## src/rtl/imem_resp_pkg.sv

```systemverilog
// Shared types and constants for the instruction-memory responder.
package imem_resp_pkg;

    localparam int INST_W = 16;
    localparam logic [INST_W-1:0] NOP_INST = 16'h0800;

    typedef enum logic [1:0] {
        IDLE = 2'd0,
        WAIT = 2'd1,
        HOLD = 2'd2
    } state_t;

endpackage

```

## src/rtl/imem_array.sv

```systemverilog
// Instruction storage: synchronous write, registered read; a same-word write
// and read on one edge returns the old word.
module imem_array
    import imem_resp_pkg::*;
#(
    parameter int ADDR_W = 8
) (
    input  logic              clk,
    input  logic              rst,
    input  logic              wr_en,
    input  logic [ADDR_W-1:0] wr_addr,
    input  logic [INST_W-1:0] wr_data,
    input  logic              rd_en,
    input  logic [ADDR_W-1:0] rd_addr,
    output logic [INST_W-1:0] rd_data
);

    logic [INST_W-1:0] mem [2**ADDR_W];

    always_ff @(posedge clk) begin
        if (wr_en) begin
            mem[wr_addr] <= wr_data;
        end
    end

    // Read register is cleared so resp_inst reads 0 out of reset.
    always_ff @(posedge clk or negedge rst) begin
        if (!rst) begin
            rd_data <= '0;
        end else if (rd_en) begin
            rd_data <= mem[rd_addr];
        end
    end

endmodule

```

## src/rtl/imem_resp.sv

```systemverilog
// Instruction-memory responder: accepts fetch addresses, returns the addressed
// word after LATENCY cycles, supports backpressure, flush and preload.
module imem_resp
    import imem_resp_pkg::*;
#(
    parameter int LATENCY = 2,
    parameter int ADDR_W  = 8
) (
    input  logic              clk,
    input  logic              rst,
    input  logic              req_valid,
    input  logic [15:0]       req_addr,
    output logic              req_ready,
    input  logic              flush,
    output logic              resp_valid,
    output logic [INST_W-1:0] resp_inst,
    output logic [15:0]       resp_addr,
    output logic              resp_err,
    input  logic              resp_ready,
    input  logic              ld_en,
    input  logic [ADDR_W-1:0] ld_addr,
    input  logic [INST_W-1:0] ld_data
);

    state_t      state_q, state_d;
    logic [2:0]  cnt_q, cnt_d;
    logic [15:0] addr_q;
    logic        load;
    logic        accept;
    logic        fault;
    logic [INST_W-1:0] rd_data;

    assign accept = req_valid & req_ready;
    assign fault  = addr_q[0] | ((addr_q >> (ADDR_W + 1)) != 16'd0);

    always_comb begin
        state_d   = state_q;
        cnt_d     = cnt_q;
        req_ready = 1'b0;
        load      = 1'b0;
        case (state_q)
            IDLE: begin
                req_ready = !flush;
                if (req_valid) begin
                    state_d = WAIT;
                    cnt_d   = 3'(LATENCY - 1);
                end
            end
            WAIT: begin
                if (cnt_q != 3'd0) begin
                    cnt_d = cnt_q - 3'd1;
                end else begin
                    load    = 1'b1;
                    state_d = HOLD;
                end
            end
            HOLD: begin
                req_ready = resp_ready & !flush;
                if (resp_ready) begin
                    if (req_valid) begin
                        state_d = WAIT;
                        cnt_d   = 3'(LATENCY - 1);
                    end else begin
                        state_d = IDLE;
                    end
                end
            end
            default: state_d = IDLE;
        endcase
        // Redirect overrides everything, including a pending load.
        if (flush) begin
            state_d = IDLE;
            cnt_d   = 3'd0;
            load    = 1'b0;
        end
    end

    always_ff @(posedge clk or negedge rst) begin
        if (!rst) begin
            state_q    <= IDLE;
            cnt_q      <= 3'd0;
            resp_valid <= 1'b0;
            resp_addr  <= 16'd0;
            resp_err   <= 1'b0;
        end else begin
            state_q <= state_d;
            cnt_q   <= cnt_d;
            if (flush) begin
                resp_valid <= 1'b0;
            end else if (load) begin
                resp_valid <= 1'b1;
                resp_addr  <= addr_q;
                resp_err   <= fault;
            end else if (state_q == HOLD && resp_ready) begin
                resp_valid <= 1'b0;
            end
        end
    end

    always_ff @(posedge clk) begin
        if (accept) begin
            addr_q <= req_addr;
        end
    end

    imem_array #(.ADDR_W(ADDR_W)) u_array (
        .clk     (clk),
        .rst     (rst),
        .wr_en   (ld_en),
        .wr_addr (ld_addr),
        .wr_data (ld_data),
        .rd_en   (load & !fault),
        .rd_addr (addr_q[ADDR_W:1]),
        .rd_data (rd_data)
    );

    // Faulted fetches never read the array; present the NOP instead.
    assign resp_inst = resp_err ? NOP_INST : rd_data;

endmodule
```

## config.mk

```make
export PLATFORM = sky130hd
export DESIGN_NAME = imem_resp
export DESIGN_NICKNAME = d
export VERILOG_FILES = /design/src/rtl/imem_resp_pkg.sv /design/src/rtl/imem_array.sv /design/src/rtl/imem_resp.sv
export SDC_FILE = /design/constraint.sdc
export NUM_CORES = 2
export LEC_CHECK = 0
export ABC_AREA = 1
export CORE_MARGIN = 8
export CORE_UTILIZATION = 46
export DETAILED_ROUTE_END_ITERATION = 8
export GPL_TIMING_DRIVEN = 1
export SYNTH_ARGS = -nofsm -noshare
export SYNTH_HDL_FRONTEND = slang
export SYNTH_HIERARCHICAL = 1
export SYNTH_SLANG_ARGS = --single-unit
```

## constraint.sdc

```tcl
create_clock -name clk -period 2.7 [get_ports clk]
set_clock_uncertainty 0.2 [all_clocks]
set_input_delay 0.54 -clock clk [delete_from_list [all_inputs] [get_ports clk]]
set_output_delay 0.54 -clock clk [all_outputs]
set_load 0.02 [all_outputs]
```

==> impl_metrics.prom <==
# TYPE chip_impl_metric gauge
chip_impl_info{name="run_status",value="finished with violations"} 1
chip_impl_info{name="failed_checks",value="setup timing"} 1
chip_impl_metric{name="setup_slack",unit="ps"} -238
chip_impl_metric{name="synth.net_count",unit=""} 13847
chip_impl_metric{name="clock_insertion_delay_worst_skew",unit="ps"} 990
chip_impl_metric{name="wl",unit="mm"} 519
chip_impl_info{name="setup_repair_after_global_routing_missed_its_margin",value="true"} 1
chip_impl_metric{name="clkSlewWorstSetupHoldPaths",unit="ps"} 60
chip_impl_metric{name="floorplan.initialDensity",unit="%"} 46.2
chip_impl_metric{name="cts_num_sinks",unit=""} 4151
chip_impl_metric{name="io_pins",unit=""} 81
chip_impl_info{name="startpoint_type",value="flop"} 1
chip_impl_metric{name="fillCellCount",unit=""} 28981
chip_impl_metric{name="std_cell_rows",unit=""} 221
chip_impl_metric{name="post_dp_cell_area",unit="um^2"} 184000
chip_impl_metric{name="grt_pass1_wl",unit="mm"} 746
chip_impl_metric{name="vdd_ir_drop_max",unit="uV"} 509
chip_impl_metric{name="power.total",unit="W"} 0.139
chip_impl_metric{name="final_net_count",unit=""} 14704
chip_impl_metric{name="power_density",unit="nW/um^2"} 686
chip_impl_metric{name="sw_power",unit="W"} 0.0324
chip_impl_metric{name="first_global_vias",unit=""} 106907
chip_impl_metric{name="grt_remaining_overflow",unit=""} 0
chip_impl_info{name="ys_top_cells_by_area",value="sky130_fd_sc_hd__edfxtp_1, sky130_fd_sc_hd__nand3_1, sky130_fd_sc_hd__nand2_1"} 1
chip_impl_metric{name="share_comb_of_total_power",unit="%"} 7.8
chip_impl_metric{name="slew_violations",unit=""} 0
chip_impl_info{name="synth_ff_type",value="sky130_fd_sc_hd__edfxtp_1"} 1
chip_impl_info{name="hp-class",value="in -> reg"} 1
chip_impl_metric{name="route.detailed.drc",unit=""} 0
chip_impl_metric{name="synth_area",unit="um^2"} 168000
chip_impl_metric{name="floorplan.core_area",unit="um^2"} 363000
chip_impl_metric{name="pin_count_of_the_biggest_net_entering_global_routing",unit=""} 86
chip_impl_metric{name="layout_cells_sized_above_1",unit="%"} 15.6
chip_impl_metric{name="async_flop_share",unit="%"} 0.940
chip_impl_metric{name="achievable-frequency",unit="GHz"} 0.340
chip_impl_metric{name="net_sw_share",unit="%"} 23.3
chip_impl_metric{name="final_cell_area",unit="um^2"} 202000
chip_impl_info{name="tritoncts",value="done"} 1
chip_impl_metric{name="first_iter_violations",unit=""} 14403
chip_impl_metric{name="syn2layout_area_growth",unit="%"} 20.8
chip_impl_metric{name="gpl.final_weighted_congestion",unit=""} 0.884
chip_impl_metric{name="number_of_enable_type_register_cells_in_the_synthesized_netlist",unit=""} 4112
chip_impl_metric{name="arrival",unit="ps"} 3600
chip_impl_metric{name="tritoncts.num_buffers",unit=""} 422
chip_impl_metric{name="timing.reg2reg.setup_slack",unit="ps"} -240
chip_impl_metric{name="ys_seq_area_share",unit="%"} 74.3
chip_impl_info{name="clk_root_buffer_cell",value="sky130_fd_sc_hd__clkbuf_16"} 1
chip_impl_metric{name="port-buffer-count",unit=""} 80
chip_impl_metric{name="synth.yosys.warnings",unit=""} 6
chip_impl_metric{name="die_height",unit="um"} 620
chip_impl_metric{name="route.vias.total",unit=""} 113743
chip_impl_metric{name="post_synthesis_cell_count",unit=""} 13799
chip_impl_metric{name="synth_cell_types",unit=""} 24
chip_impl_metric{name="final.hold.worst_slack",unit="ps"} 141
chip_impl_metric{name="hold_violations",unit=""} 0
chip_impl_metric{name="syn-mean-instance-area",unit="um^2"} 12.1
chip_impl_metric{name="die_width",unit="um"} 620
chip_impl_metric{name="cellInternalPower",unit="W"} 0.107
chip_impl_metric{name="htree_levels",unit=""} 5
chip_impl_info{name="worst-setup-path-type",value="reg -> reg"} 1
chip_impl_metric{name="power_frac_seq",unit="%"} 51.3
chip_impl_metric{name="cts_max_path_buffers",unit=""} 4
chip_impl_metric{name="final_setup_vio_count",unit=""} 31
chip_impl_metric{name="required",unit="ps"} 3370
chip_impl_info{name="yosys.cell_count.top_type",value="sky130_fd_sc_hd__nand2_1"} 1
chip_impl_metric{name="period_share",unit="%"} 109
chip_impl_metric{name="crit_fanout",unit=""} 12
chip_impl_metric{name="synthesized_flop_and_latch_total",unit=""} 4151
chip_impl_metric{name="antenna_found_initial",unit=""} 24
chip_impl_metric{name="dr.pass1.iters",unit=""} 6
chip_impl_metric{name="post-route-min-period",unit="ps"} 2940
chip_impl_metric{name="groute.usage.overall",unit="%"} 26.2
chip_impl_metric{name="detailedPlacementHpwl",unit="mm"} 313
chip_impl_metric{name="p_leak",unit="nW"} 72.3
chip_impl_metric{name="cap_viol_max_count",unit=""} 0
chip_impl_metric{name="clockPowerShare",unit="%"} 40.9
chip_impl_metric{name="ant_nets",unit=""} 0
chip_impl_metric{name="worstMarginPinSlew",unit="ps"} 1050
chip_impl_metric{name="wl_per_cell",unit="um"} 26.2
chip_impl_metric{name="slew_headroom",unit="%"} 29.7
chip_impl_metric{name="floorplan.die_area",unit="um^2"} 384000
chip_impl_metric{name="yosys.area.top_type_share",unit="%"} 73.7
chip_impl_info{name="post-synth-top-area-cell",value="sky130_fd_sc_hd__edfxtp_1"} 1
chip_impl_info{name="synth_top_cells_by_count",value="sky130_fd_sc_hd__nand2_1, sky130_fd_sc_hd__edfxtp_1, sky130_fd_sc_hd__nand3_1, sky130_fd_sc_hd__buf_2, sky130_fd_sc_hd__nor2_1"} 1
chip_impl_info{name="worst_setup_path_end_kind",value="flop"} 1
chip_impl_metric{name="avgViaCountPerCell",unit=""} 5.74
## what timing repair did
item	CTS	global route
pin swaps	11	59
buffers inserted	28	5
setup endpoints to repair	51	33
gates resized for setup	383	347
gates cloned	27	12
endpoints found under the hold margin	975	0
hold buffers	35	0
## metrics by stage
step	TNS [ps]	setup WS (ps)	instances	util, %
after floorplan	-66.2	-2.07	13799	-
after global placement	-518620	-645	18919	50.8
after detailed placement	-559690	-632	18919	50.8
after CTS	-5330	-208	19781	55.3
after global routing	-5800	-332	19803	55.8
final	-4040	-238	19811	55.8
## state kept, by name, indices dropped and copies added, names as in the netlist
name             flops
resp_err             1
cnt_q                3
resp_addr           16
u_array/rd_data     16
addr_q              16
resp_valid           1
u_array/mem       4096
state_q              2
## power groups by stage
stage               combinational [W]  clock (W)  sequential [W]
floorplan                     0.00442          0          0.0727
global placement              0.00982          0          0.0726
detailed placement            0.00989          0          0.0726
CTS                            0.0104     0.0574          0.0712
global route                   0.0115     0.0598          0.0712
finish                         0.0109     0.0568          0.0712
## layout by cell type (no fill, tap or decap), drive strengths merged, types with 5 or more instances in the layout
master and count:
edfxtp 4112, clkinvlp 12, o21ai 5, nor2 311, inv 88, bufbuf 19, nand2 4213, clkbuf 519
diode 13, buf 1265, dfrtp 39, clkdlybuf4s50 28, dlygate4sd3 35, clkinv 208, bufinv 31, dlygate4sd2 17
nand3 4094
## kinds of logic (layout without fill, tap and decap cells)
kind of cell,after synthesis,count (layout),synth area share [%]
flops,4151,4151,74.3
fa+ha+maj,2,2,0.0149
buf+inv,1017,2222,3.31
other cells,0,13,0
compound gates,7,7,0.0328
simple gates,8622,8622,22.4
## worst paths after layout
check | startpoint | to | depth (start not counted)
worst min-delay path | flush | resp_valid | 4
min in group asynchronous | rst | u_array/rd_data[11] | 4
max in group asynchronous | rst | resp_addr[6] | 4
worst max-delay path | addr_q[2] | u_array/rd_data[15] | 16
worst min register to register | cnt_q[1] | cnt_q[1] | 2
worst max register to register | addr_q[2] | u_array/rd_data[15] | 16
## critical path: stages, from the launching register on
cell	delay (ps)
sky130_fd_sc_hd__edfxtp_1	420
sky130_fd_sc_hd__buf_12	190
sky130_fd_sc_hd__inv_16	100
sky130_fd_sc_hd__buf_16	140
sky130_fd_sc_hd__buf_12	130
sky130_fd_sc_hd__buf_16	160
sky130_fd_sc_hd__bufbuf_16	320
sky130_fd_sc_hd__nand3_1	90
sky130_fd_sc_hd__nand3_1	90
sky130_fd_sc_hd__nand3_2	130
sky130_fd_sc_hd__nand3_1	120
sky130_fd_sc_hd__nand3_1	120
sky130_fd_sc_hd__nand3_4	190
sky130_fd_sc_hd__buf_4	130
sky130_fd_sc_hd__nand3_1	60
sky130_fd_sc_hd__nand3_1	110
sky130_fd_sc_hd__nand2_1	60
## cell type report
cell class                      count  area [um^2]  area share [%]
Antenna cell                       13         32.5          0.0161
Clock buffer                      507        11000            5.43
Clock inverter                    265         2330            1.15
Inverter                           72          338           0.167
Multi-Input combinational cell   8631        40100            19.8
Sequential cell                  4151       124000            61.5
Tap cell                         4794         6000            2.96
Timing Repair Buffer             1376        18100            8.96
Timing Repair inverter              2         27.5          0.0136
## routing by layer
metal / GRT usage, % / wire length, um
met2: 41.2 / 240000
met5: 0 / 37
met1: 36.5 / 208000
met3: 4.15 / 47800
met4: 10.9 / 23300
(Power assumes the default switching activity.)
